### config.mk
export PLATFORM = sky130hd
export DESIGN_NAME = layer_sequencer
export DESIGN_NICKNAME = d
export VERILOG_FILES = /design/src/rtl/layer_sequencer.sv
export SDC_FILE = /design/constraint.sdc
export NUM_CORES = 1
export LEC_CHECK = 0
export BUFFER_PORTS_ARGS = -buffer_cell sky130_fd_sc_hd__clkbuf_2
export CAP_MARGIN = 15
export CORE_ASPECT_RATIO = 2
export CORE_UTILIZATION = 36
export DETAILED_ROUTE_END_ITERATION = 10
export RECOVER_POWER = 50
export SETUP_SLACK_MARGIN = 0.15
export SLEW_MARGIN = 10
export SYNTH_ARGS = -nofsm -noshare
export SYNTH_HDL_FRONTEND = slang
export SYNTH_SLANG_ARGS = --single-unit
### constraint.sdc
create_clock -name clk -period 7.6 [get_ports clk]
set_clock_uncertainty 0.2 [all_clocks]
set_input_delay 0.76 -clock clk [delete_from_list [all_inputs] [get_ports clk]]
set_output_delay 0.76 -clock clk [all_outputs]
set_load 0.05 [all_outputs]
### src/rtl/layer_sequencer.sv
// Forward-pass sequencer: walks layer -> neuron -> input over one shared MAC/activation datapath.
// Optional cycle counter output oCiclos is built when LAYER_SEQUENCER_PERF_EN is defined.
module layer_sequencer #(
    parameter int ADDR_W  = 10,
    parameter int MAX_CAM = 4
) (
    input  logic                   clk,
    input  logic                   rst,
    input  logic                   iStart,
    input  logic                   iCfgOK,
    input  logic [2:0]             iQtdCamadas,
    input  logic [13*MAX_CAM-1:0]  iCfg,
    input  logic                   iMacRdy,
    output logic [1:0]             oLayer,
    output logic [4:0]             oNeuron,
    output logic [4:0]             oAddrX,
    output logic [ADDR_W-1:0]      oAddrW,
    output logic                   oMacClr,
    output logic                   oMacEn,
    output logic                   oBiasEn,
    output logic                   oActEn,
    output logic [1:0]             oFA,
    output logic                   oWrEn,
    output logic                   oBusy,
    output logic                   oDone
`ifdef LAYER_SEQUENCER_PERF_EN
    ,
    output logic [15:0]            oCiclos
`endif
);

    typedef struct packed {
        logic [4:0] neurons;
        logic       bias;
        logic [1:0] fa;
        logic [4:0] inputs;
    } cfg_t;

    typedef enum logic [2:0] {
        S_IDLE, S_LOAD, S_CLR, S_MAC, S_BIAS, S_ACT, S_WB, S_DONE
    } state_t;

    state_t            state, nstate;
    cfg_t              cfg_q, cfg_sel;
    logic [1:0]        layer;
    logic [4:0]        neuron, inp;
    logic [ADDR_W-1:0] addr;
    logic [2:0]        cnt, cnt_clamp;
    logic              accept, layer_more, nrn_more, inp_last;

    assign accept     = iStart & iCfgOK;
    assign cnt_clamp  = (iQtdCamadas > 3'(MAX_CAM)) ? 3'(MAX_CAM) : iQtdCamadas;
    assign cfg_sel    = cfg_t'(iCfg[13*int'(layer) +: 13]);
    assign layer_more = ({1'b0, layer} + 3'd1) < cnt;
    assign nrn_more   = ({1'b0, neuron} + 6'd1) < {1'b0, cfg_q.neurons};
    assign inp_last   = (inp + 5'd1) == cfg_q.inputs;

    always_ff @(negedge clk or negedge rst) begin
        if (!rst) state <= S_IDLE;
        else      state <= nstate;
    end

    always_comb begin
        nstate  = state;
        oMacClr = 1'b0;
        oMacEn  = 1'b0;
        oBiasEn = 1'b0;
        oActEn  = 1'b0;
        oWrEn   = 1'b0;
        oDone   = 1'b0;
        oBusy   = 1'b1;
        case (state)
            S_IDLE: begin
                oBusy = 1'b0;
                if (accept) nstate = S_LOAD;
            end
            S_LOAD: begin
                // the neuron count is judged on the word being latched this cycle
                if (cnt == 3'd0)                  nstate = S_DONE;
                else if (cfg_sel.neurons == 5'd0) nstate = layer_more ? S_LOAD : S_DONE;
                else                              nstate = S_CLR;
            end
            S_CLR: begin
                oMacClr = 1'b1;
                if (cfg_q.inputs != 5'd0) nstate = S_MAC;
                else if (cfg_q.bias)      nstate = S_BIAS;
                else                      nstate = S_ACT;
            end
            S_MAC: begin
                oMacEn = 1'b1;
                if (iMacRdy && inp_last) nstate = cfg_q.bias ? S_BIAS : S_ACT;
            end
            S_BIAS: begin
                oBiasEn = 1'b1;
                if (iMacRdy) nstate = S_ACT;
            end
            S_ACT: begin
                oActEn = 1'b1;
                nstate = S_WB;
            end
            S_WB: begin
                oWrEn = 1'b1;
                if (nrn_more)        nstate = S_CLR;
                else if (layer_more) nstate = S_LOAD;
                else                 nstate = S_DONE;
            end
            S_DONE: begin
                oDone  = 1'b1;
                nstate = S_IDLE;
            end
            default: nstate = S_IDLE;
        endcase
    end

    always_ff @(negedge clk or negedge rst) begin
        if (!rst) begin
            cfg_q  <= '0;
            layer  <= '0;
            neuron <= '0;
            inp    <= '0;
            addr   <= '0;
            cnt    <= '0;
        end else begin
            case (state)
                S_IDLE: if (accept) begin
                    layer <= '0;
                    addr  <= '0;
                    cnt   <= cnt_clamp;
                end
                S_LOAD: begin
                    cfg_q  <= cfg_sel;
                    neuron <= '0;
                    if (cnt != 3'd0 && cfg_sel.neurons == 5'd0 && layer_more)
                        layer <= layer + 2'd1;
                end
                S_CLR: inp <= '0;
                S_MAC: if (iMacRdy) begin
                    addr <= addr + 1'b1;
                    inp  <= inp + 5'd1;
                end
                S_BIAS: if (iMacRdy) addr <= addr + 1'b1;
                S_WB: begin
                    if (nrn_more)        neuron <= neuron + 5'd1;
                    else if (layer_more) layer  <= layer + 2'd1;
                end
                default: ;
            endcase
        end
    end

    assign oLayer  = layer;
    assign oNeuron = neuron;
    assign oAddrX  = inp;
    assign oAddrW  = addr;
    assign oFA     = cfg_q.fa;

`ifdef LAYER_SEQUENCER_PERF_EN
    always_ff @(negedge clk or negedge rst) begin
        if (!rst)                    oCiclos <= '0;
        else if (state == S_IDLE) begin
            if (accept)              oCiclos <= '0;
        end
        else if (oCiclos != 16'hFFFF) oCiclos <= oCiclos + 16'd1;
    end
`endif

endmodule

## After elaboration in Yosys (flattened, before gate mapping)

Cells that the tools add are included.

| word-level totals | value |
|---|---|
| word-level logic and storage cells | 88 |
| bits in registers | 41 |
| input bits | 60 |

| cells by class | value |
|---|---|
| equality and inequality tests | 17 |
| reduce and logical (&&, ||, !) cells | 19 |
| shift operators | 1 |
| multipliers | 1 |
| bitwise logic cells | 1 |
| add/subtract/negate cells | 6 |
| magnitude comparators | 3 |
| multiplexer cells | 30 |

Operator list:

| cell | count |
|---|---|
| $shiftx A52 B7 Y13 | 1 |
| $mux W3 | 9 |
| $pmux W3 S8 | 1 |
| $mux W10 | 2 |
| $pmux W10 S2 | 1 |
| $pmux W5 S2 | 2 |
| $ne A2 B2 Y1 const B | 8 |
| $eq A3 B3 Y1 const B | 4 |
| $add A10 B1 Y10 const B | 1 |
| $add A5 B1 Y5 const B | 2 |
| $mux W5 | 2 |
| $mux W1 | 8 |
| $mux W2 | 4 |
| $add A5 B1 Y6 const B | 1 |
| $eq A3 B2 Y1 const B | 2 |
| $logic_not A3 Y1 | 2 |
| $lt A6 B5 Y1 | 1 |
| $mul A4 B2 Y6 const A | 1 |
| $pmux W2 S3 | 1 |
| $reduce_and A2 Y1 | 3 |
| $reduce_and A3 Y1 | 2 |
| $reduce_bool A2 Y1 | 3 |
| $reduce_bool A3 Y1 | 2 |
| $eq A5 B5 Y1 | 1 |
| other kinds (12) | 14 |

## Logic depth before layout (Yosys ltp)

Gate-level depths: netlist (run 1).

| depth | value |
|---|---|
| word-level depth | 7 |
| depth in mapped cells | 9 |
| depth with buffers taken out | 9 |

==> impl_results.md, run 1 <==
* Status: complete, but fails checks
* Violations in the final reports: max-capacitance violations, max-slew violations
* Final RePlAce weighted congestion at 0.795
* Type of the worst setup path: flip-flop to output pin
* Fin cells at 459
* Worst-path clk slew at 0.04 ns
* Hold buffer count at CTS at 0
* Vias/cell at 5.19
* Yosys cell types at 45
* Setup crit end kind: output pin
* Hold Path Origin: oFA[0]$_DFFE_NN0P_
* Total Routing Usage GR at 0.188
* Highest routed layer: met4
* Minimum hold slack at 0.226 ns
* Most frequent cells in the layout: clkbuf_2, nand2_1, dfrtn_1
* Num CTS Buffers at 5
* Final layout net count at 438
* Number of synthesis warnings at 0
* Post-Route WL at 6710 um
* Number of port buffers at 90
* Critical R2R Capture: oLayer[0]$_DFFE_NN0P_
* Rows at 43
* Initial antenna violation count at 0
* Root Driver: clkbuf_16
* Dpl cells at 451
* Fin util at 0.469
* Worst EP required at 6.64 ns
* Vias at 2384
* Slew Viols, Final at 31
* Cell depth of the worst hold path at 2
* P&R area growth vs syn at 24.6%
* Startpoint types: flip-flop
* Post-route cell area at 3280 um^2
* Top cell type's share of synthesized area at 0.390
* Drt initial violations at 88
* Sequential area share after synthesis at 0.390
* CP max FO at 15
* Initial Utilization at 0.377
* Met3 WL at 251 um
* Placed cell areas at 3150 um^2
* Syn Inst Count at 281
* Layout cell share with drive strength beyond 1 at 0.314
* Syn nets at 351
* Area leader, netlist: dfrtn_1
* Die H at 123 um
* Reg-to-Reg Start: oNeuron[0]$_DFFE_NN0P_
* Most used DFF post-synth: dfrtn_1
* Final Hold Vio Count at 0
* Max VDD drop at 0.127 mV
* CTS Sinks at 41
* Drt pass-1 iters at 4
* Filler Cells Inserted at 728
* Flops & latches, synth at 41
* Synthesized area per cell at 9.37 um^2
* Pleak at 0.00161 uW
* Die W at 62.5 um
* Count of antenna diodes in the layout at 0
* PostCTS Resize Cnt at 0
* H-tree levels at 2
* CTS tree: yes
* Mapped cell area at 2630 um^2
* Synth area leaders: dfrtn_1, mux4_2, nand2_1, ha_1, o21ai_0
* Final HPWL DP at 5310 um
* Power Density at 373 nW/um^2
* DRC errors left at 0
* IO Pins at 91
* Wl on met1 at 2310 um
* Maxcap violations at 1
* EDFF count, synth at 0
* Post-CTS Setup Bufs at 0
* Worst slew margin at -0.126
* Core area at 6990 um^2
* Die area at 7680 um^2
* Worst min path class: flip-flop to flip-flop
* Least-Margin Pin Slew at 1.69 ns
* Grt total ovfl at 0
* R2R Setup Slk at 4.28 ns
* Hold endpoint: oFA[0]$_DFFE_NN0P_
* Clock tree buffer depth at 2
* Clock Latency Late Sink at 0.31 ns
* RSZ-0062 raised after global routing: no
* Setup violations, final at 0
* WP data arrival at 5.68 ns
* Number of global-route vias before repair at 2457
* Commonest non-fill, non-tap cell in the layout: clkbuf_2
* Setup_tns at 0 ns
* FF-to-FF path depth at 7
* First-pass GRT wire length at 11100 um
* Met2 wire length at 3970 um
* Final ANT Viol Nets at 0
* Largest net degree at the start of global routing at 31
* Async S/R FF share, synth at 1.00
* DR WL/cell at 14.6 um
-- stage by stage --
stage / setup slack [ns] / total power (uW)
after floorplan: 1.39 / 873
after global placement: 1.25 / 1010
after detailed placement: 1.16 / 1020
after CTS: 0.946 / 1250
after global routing: 0.808 / 1330
final: 0.957 / 1230
-- worst max path at each step --
stage                     depth (start not counted)                     to            startpoint
after floorplan                                   6  oLayer[0]$_DFFE_NN0P_              iCfg[50]
after global placement                            7  oLayer[0]$_DFFE_NN0P_              iCfg[50]
after detailed placement                          7  oLayer[0]$_DFFE_NN0P_              iCfg[50]
after CTS                                         4                  oWrEn  state[1]$_DFFE_NN0P_
after global routing                              4                  oWrEn  state[1]$_DFFE_NN0P_
final                                             4                  oWrEn  state[1]$_DFFE_NN0P_
-- where the power goes --
part | switching (uW) | internal, uW
sequential | 83.0 | 297
combinational | 399 | 221
clock | 85.6 | 139
-- critical path: stages, from the launching register on --
cell	delay [ns]
dfrtn_1	0.65
nor2b_1	0.27
nand2_1	0.12
inv_1	0.22
clkbuf_2	0.32
-- routing by layer --
layer / global-route usage / vias up
met4: 0.0916 / 0
met2: 0.372 / 61
met1: 0.181 / 1142
met3: 0.0351 / 12
li1: - / 1169
met5: 0 / -
-- kinds of logic (layout without fill, tap and decap cells) --
| family | after synthesis | in the layout | synth area share |
|---|---|---|---|
| xor gates and xnor gates | 16 | 16 | 0.0532 |
| and+or+nand+nor | 123 | 123 | 0.217 |
| muxes | 16 | 16 | 0.123 |
| AOI/OAI and AO/OA | 51 | 51 | 0.127 |
| adders and majority gates | 10 | 10 | 0.0475 |
| buffers and inverters | 24 | 112 | 0.0428 |
| DFF | 41 | 41 | 0.390 |
-- state kept, by name, summed over array words and instances, names as in the netlist --
register / cells
oLayer: 2
cnt: 3
oFA: 2
oNeuron: 5
cfg_q: 11
oAddrX: 5
oAddrW: 10
state: 3
-- area by class of cell --
type	instances	area, um^2	share of cell area
Timing Repair Buffer	93	467	0.142
Clock inverter	1	5.00	0.00152
Inverter	11	41.3	0.0126
Sequential cell	41	1030	0.313
Clock buffer	7	153	0.0465
Multi-Input combinational cell	216	1480	0.450
Tap cell	90	113	0.0343
-- cell usage after synthesis (all sizes together) (2+ instances only) --
cell / number
mux2i: 2
nand2: 60
o21ai: 26
nor2: 17
o21a: 3
nand4: 3
ha: 10
clkbuf: 6
a21oi: 6
mux4: 13
xor2: 9
o31ai: 5
a211oi: 2
nor3: 5
nand3b: 4
dfrtn: 41
inv: 11
nor3b: 2
xnor2: 7
nand2b: 2
nor2b: 2
nand3: 14
buf: 7
and3: 5
and3b: 2
and2: 2
Power figures use the tool's default switching activity.
==> inputs of run 2 (changes only) <==
CORE_ASPECT_RATIO = 0.7   (was 2)
SETUP_SLACK_MARGIN = 0.3   (was 0.15)
==> run 2 against run 1 <==
  * The flow now finishes without violations
  * Highest routed layer unchanged
  * Hold slack got worse by 0.0033 ns
  * Utilization fell by 0.59 points
  * Routed wire length decreased by 3.9%
  * Combinational power is essentially flat
  * Power down 8.1%
  * Largest power group unchanged
==> impl_results.md, run 2 (same netlist as run 1, synthesis figures left out) <==
* Clock Latency Late Sink at 0.29 ns
* DR WL/cell at 14.0 um
* Critical Path Start: state[1]$_DFFE_NN0P_
* Drt pass-1 iters at 4
* Startpoint types: flip-flop
* Vias at 2309
* Pleak at 0.00157 uW
* Max VDD drop at 0.120 mV
* Initial Utilization at 0.381
* CTS Sinks at 41
* Most frequent cells in the layout: clkbuf_2, nand2_1, dfrtn_1
* PostCTS Resize Cnt at 0
* P&R area growth vs syn at 21.6%
* Power Density at 352 nW/um^2
* Drt initial violations at 99
* Final Hold Vio Count at 0
* H-tree levels at 2
* Least-Margin Pin Slew at 1.29 ns
* Worst-path clk slew at 0.05 ns
* First-pass GRT wire length at 11100 um
* Hold buffer count at CTS at 0
* DRC errors left at 0
* IO Pins at 91
* Post-CTS Setup Bufs at 0
* Worst min path class: flip-flop to flip-flop
* Core area at 6910 um^2
* Number of global-route vias before repair at 2304
* Status: completed
* Vias/cell at 5.01
* Commonest non-fill, non-tap cell in the layout: clkbuf_2
* Die area at 7670 um^2
* Worst EP required at 6.64 ns
* Max reg flops at 11
* Maxcap violations at 0
* Biggest register: cfg_q
* Die W at 104 um
* Final layout net count at 438
* Rows at 25
* Filler Cells Inserted at 705
* Clock tree buffer depth at 2
* Final HPWL DP at 4950 um
* Number of port buffers at 90
* Minimum hold slack at 0.222 ns
* Grt total ovfl at 0
* Layout cell share with drive strength beyond 1 at 0.311
* CP max FO at 15
* Type of the worst setup path: flip-flop to output pin
* Final ANT Viol Nets at 0
* Initial antenna violation count at 0
* CTS tree: yes
* Root Driver: clkbuf_8
* Reg-to-Reg Start: oNeuron[0]$_DFFE_NN0P_
* Setup crit end kind: output pin
* Count of antenna diodes in the layout at 0
* Die H at 73.6 um
* RSZ-0062 raised after global routing: no
* Post-Route WL at 6450 um
* Worst slew margin at 0.141
* Largest net degree at the start of global routing at 42
* WP data arrival at 5.66 ns
* Hold Path Origin: cfg_q[8]$_DFFE_NN0P_
* Total Routing Usage GR at 0.182
* Setup_tns at 0 ns
* Setup violations, final at 0
* Num CTS Buffers at 5
* Final RePlAce weighted congestion at 0.776
* Slew Viols, Final at 0
==> run 2: changes by cell type in the layout (fill, tap and decap cells not counted), sizes merged <==
cell,delta
clkbuf,-2
==> run 2: through the flow <==
step / instances / utilization / instance area (um^2) / power, uW / worst slack (ns)
floorplan: 281 / - / 2630 / 873 / 1.39
global placement: 454 / 0.455 / 3150 / 1010 / 1.18
detailed placement: 454 / 0.455 / 3150 / 1010 / 1.09
CTS: 460 / 0.466 / 3220 / 1150 / 0.984
global route: 461 / 0.463 / 3200 / 1230 / 0.828
finish: 461 / 0.463 / 3200 / 1130 / 0.984
==> run 2: area by class of cell <==
type | count | area (um^2) | share of cell area
clock buffers | 5 | 68.8 | 0.0215
clock inverters | 1 | 5.00 | 0.00156
inverters | 11 | 41.3 | 0.0129
multi-input cells | 216 | 1480 | 0.461
flip-flops and latches | 41 | 1030 | 0.320
well taps | 94 | 118 | 0.0367
repair buffers | 93 | 467 | 0.146
==> run 2: worst paths after layout <==
| check | endpoint | slack (ns) | cells past startpoint |
|---|---|---|---|
| worst max-delay path | oWrEn | 0.98 | 4 |
| worst min-delay path | cfg_q[8]$_DFFE_NN0P_ | 0.22 | 2 |
| worst max register to register | oLayer[0]$_DFFE_NN0P_ | 4.26 | 7 |
| worst min register to register | cfg_q[8]$_DFFE_NN0P_ | 0.22 | 2 |
| max in group asynchronous | state[0]$_DFFE_NN0P_ | 1.38 | 2 |
| min in group asynchronous | oAddrX[4]$_DFFE_NN0P_ | 4.10 | 1 |
==> run 2: routing by layer <==
layer	share of wire	track usage	up-vias
li1	-	-	1170
met1	0.52	0.266	1059
met2	0.42	0.284	76
met3	0.051	0.0337	4
met4	0.0064	0.0381	0
met5	0	0	-
==> run 2: worst max-delay path, stage by stage (launching register included) <==
cell	delay [ns]
dfrtn_1	0.66
nor2b_1	0.25
nand2_1	0.11
inv_1	0.22
clkbuf_2	0.32
==> run 2: power breakdown <==
group / total (uW) / internal [uW] / leakage (uW) / switching [uW]
logic: 620 / 221 / 0.00100 / 399
clock network: 128 / 60.4 / 0.0000399 / 67.9
registers: 378 / 297 / 0.000533 / 81.2
==> inputs of run 3 (changes only) <==
BUFFER_PORTS_ARGS = -buffer_cell sky130_fd_sc_hd__buf_2   (was -buffer_cell sky130_fd_sc_hd__clkbuf_2)
==> run 3 against run 2 <==
  * First-iteration DRC count up 53%
  * Largest cell class unchanged
  * Routed wire length grew 2.4%
  * Sequential power about the same
  * Largest power group unchanged
  * Utilization rose by 0.13 points
  * Power increased by 2.1%
  * Critical endpoint unchanged
  * Combinational power grew 0.6%
  * Flip-flop and latch count is the same
  * The flow now finishes with violations (max-capacitance violations, max-slew violations)
  * Critical path type unchanged
  * Highest routed layer unchanged
  * Sequential share of layout area down 0.087 points
==> impl_results.md, run 3 (same netlist as run 1, synthesis figures left out) <==
* Status: complete, but fails checks
* Violations in the final reports: max-capacitance violations, max-slew violations
* Fin util at 0.465
* Least-Margin Pin Slew at 2.28 ns
* Clock tree buffer depth at 2
* CP Depth at 4
* Max reg flops at 11
* Die area at 7670 um^2
* Clock Latency Late Sink at 0.30 ns
* First-pass GRT wire length at 11000 um
* Crit-path cells: nor2b_1 -> nand2_1 -> inv_1 -> buf_2
* H-tree levels at 2
* DR WL/cell at 14.3 um
* Root Driver: clkbuf_8
* Filler Cells Inserted at 712
* Initial antenna violation count at 0
* Count of antenna diodes in the layout at 0
* Final layout net count at 437
* Reg-to-Reg Start: oNeuron[0]$_DFFE_NN0P_
* Slowest cell on the critical path: dfrtn_1
* Critical R2R Capture: oLayer[0]$_DFFE_NN0P_
* Fin cells at 461
* WP data arrival at 5.67 ns
* Num CTS Buffers at 5
* Slew Viols, Final at 42
* Drt pass-1 iters at 4
* Grt total ovfl at 0
* Die H at 73.6 um
* Worst-path clk slew at 0.05 ns
* Commonest non-fill, non-tap cell in the layout: buf_2
* CTS tree: yes
* Dpl cells at 454
* Final Hold Vio Count at 0
* IO Pins at 91
* Rows at 25
* Worst path bufs/invs at 2
* Worst EP required at 6.64 ns
* Most frequent cells in the layout: buf_2, nand2_1, dfrtn_1
* Largest delay share family, worst path: flip-flops
* Core area at 6910 um^2
* Initial Utilization at 0.381
* Slowest stage delay, CP at 0.66 ns
* CP max FO at 15
* Setup_tns at 0 ns
* PostCTS Resize Cnt at 0
* Die W at 104 um
* R2R Setup Slk at 4.25 ns
* Startpoint types: flip-flop
* Largest net degree at the start of global routing at 42
* P&R area growth vs syn at 21.9%
* Critical Path Start: state[1]$_DFFE_NN0P_
* Pleak at 0.00159 uW
* Final ANT Viol Nets at 0
* DRC errors left at 0
* Minimum hold slack at 0.222 ns
* CTS Sinks at 41
* Drt initial violations at 151
* Hold buffer count at CTS at 0
* Total Routing Usage GR at 0.184
* Final RePlAce weighted congestion at 0.772
* Layout cell share with drive strength beyond 1 at 0.311
* Worst slew margin at -0.521
* Vias at 2358
* Type of the worst setup path: flip-flop to output pin
* RSZ-0062 raised after global routing: no
* Post-Route WL at 6610 um
* Power Density at 358 nW/um^2
* Placed cell areas at 3150 um^2
* Post-route cell area at 3210 um^2
* Setup violations, final at 0
* Worst min path class: flip-flop to flip-flop
* Final HPWL DP at 5000 um
* Post-CTS Setup Bufs at 0
* Number of port buffers at 90
* Max VDD drop at 0.138 mV
* Vias/cell at 5.11
* Setup crit end kind: output pin
* Critical Path Sink: oWrEn
* FF-to-FF path depth at 7
* Number of global-route vias before repair at 2224
* Maxcap violations at 1
* Biggest register: cfg_q
[run 3: cell type report]
type                            count  area, um^2  share of cell area
Multi-Input combinational cell    216        1480               0.460
Sequential cell                    41        1030               0.319
Timing Repair Buffer               92         463               0.144
Tap cell                           94         118              0.0366
Clock buffer                        7        86.3              0.0269
Inverter                           11        41.3              0.0129
[run 3: worst min path at each step]
stage	start	to	slack [ns]	cells past startpoint
3_5_place_dp	cfg_q[8]$_DFFE_NN0P_	cfg_q[8]$_DFFE_NN0P_	0.23	2
5_1_grt	oFA[0]$_DFFE_NN0P_	oFA[0]$_DFFE_NN0P_	0.25	2
4_1_cts	oFA[0]$_DFFE_NN0P_	oFA[0]$_DFFE_NN0P_	0.23	2
2_1_floorplan	cfg_q[8]$_DFFE_NN0P_	cfg_q[8]$_DFFE_NN0P_	0.21	2
3_3_place_gp	oFA[0]$_DFFE_NN0P_	oFA[0]$_DFFE_NN0P_	0.22	2
6_report	oFA[0]$_DFFE_NN0P_	oFA[0]$_DFFE_NN0P_	0.22	2
[run 3: routing by layer]
| metal | track usage | up-vias | share of wire |
|---|---|---|---|
| li1 | - | 1166 | - |
| met1 | 0.268 | 1116 | 0.52 |
| met2 | 0.280 | 71 | 0.42 |
| met3 | 0.0319 | 5 | 0.049 |
| met4 | 0.0587 | 0 | 0.010 |
| met5 | 0 | - | 0 |
[run 3: worst reg2reg max path, stage by stage (launching register included)]
cell      delay, ns
dfrtn_1        0.52
ha_1           0.29
ha_1           0.28
a2111o_1       0.37
a311oi_1       0.82
nor3_1         0.19
a31o_1         0.26
mux2_2         0.26
[run 3: report_power, final]
| group | switching (uW) | internal, uW |
|---|---|---|
| clock | 75.6 | 72.2 |
| combinational | 401 | 222 |
| sequential | 81.6 | 297 |
| total | 558 | 591 |
[run 3: stage by stage]
stage	total power (uW)	setup WS (ns)
final	1150	0.971
after global routing	1240	0.793
after CTS	1170	0.980
after detailed placement	1020	1.13
after global placement	1010	1.16
after floorplan	873	1.39
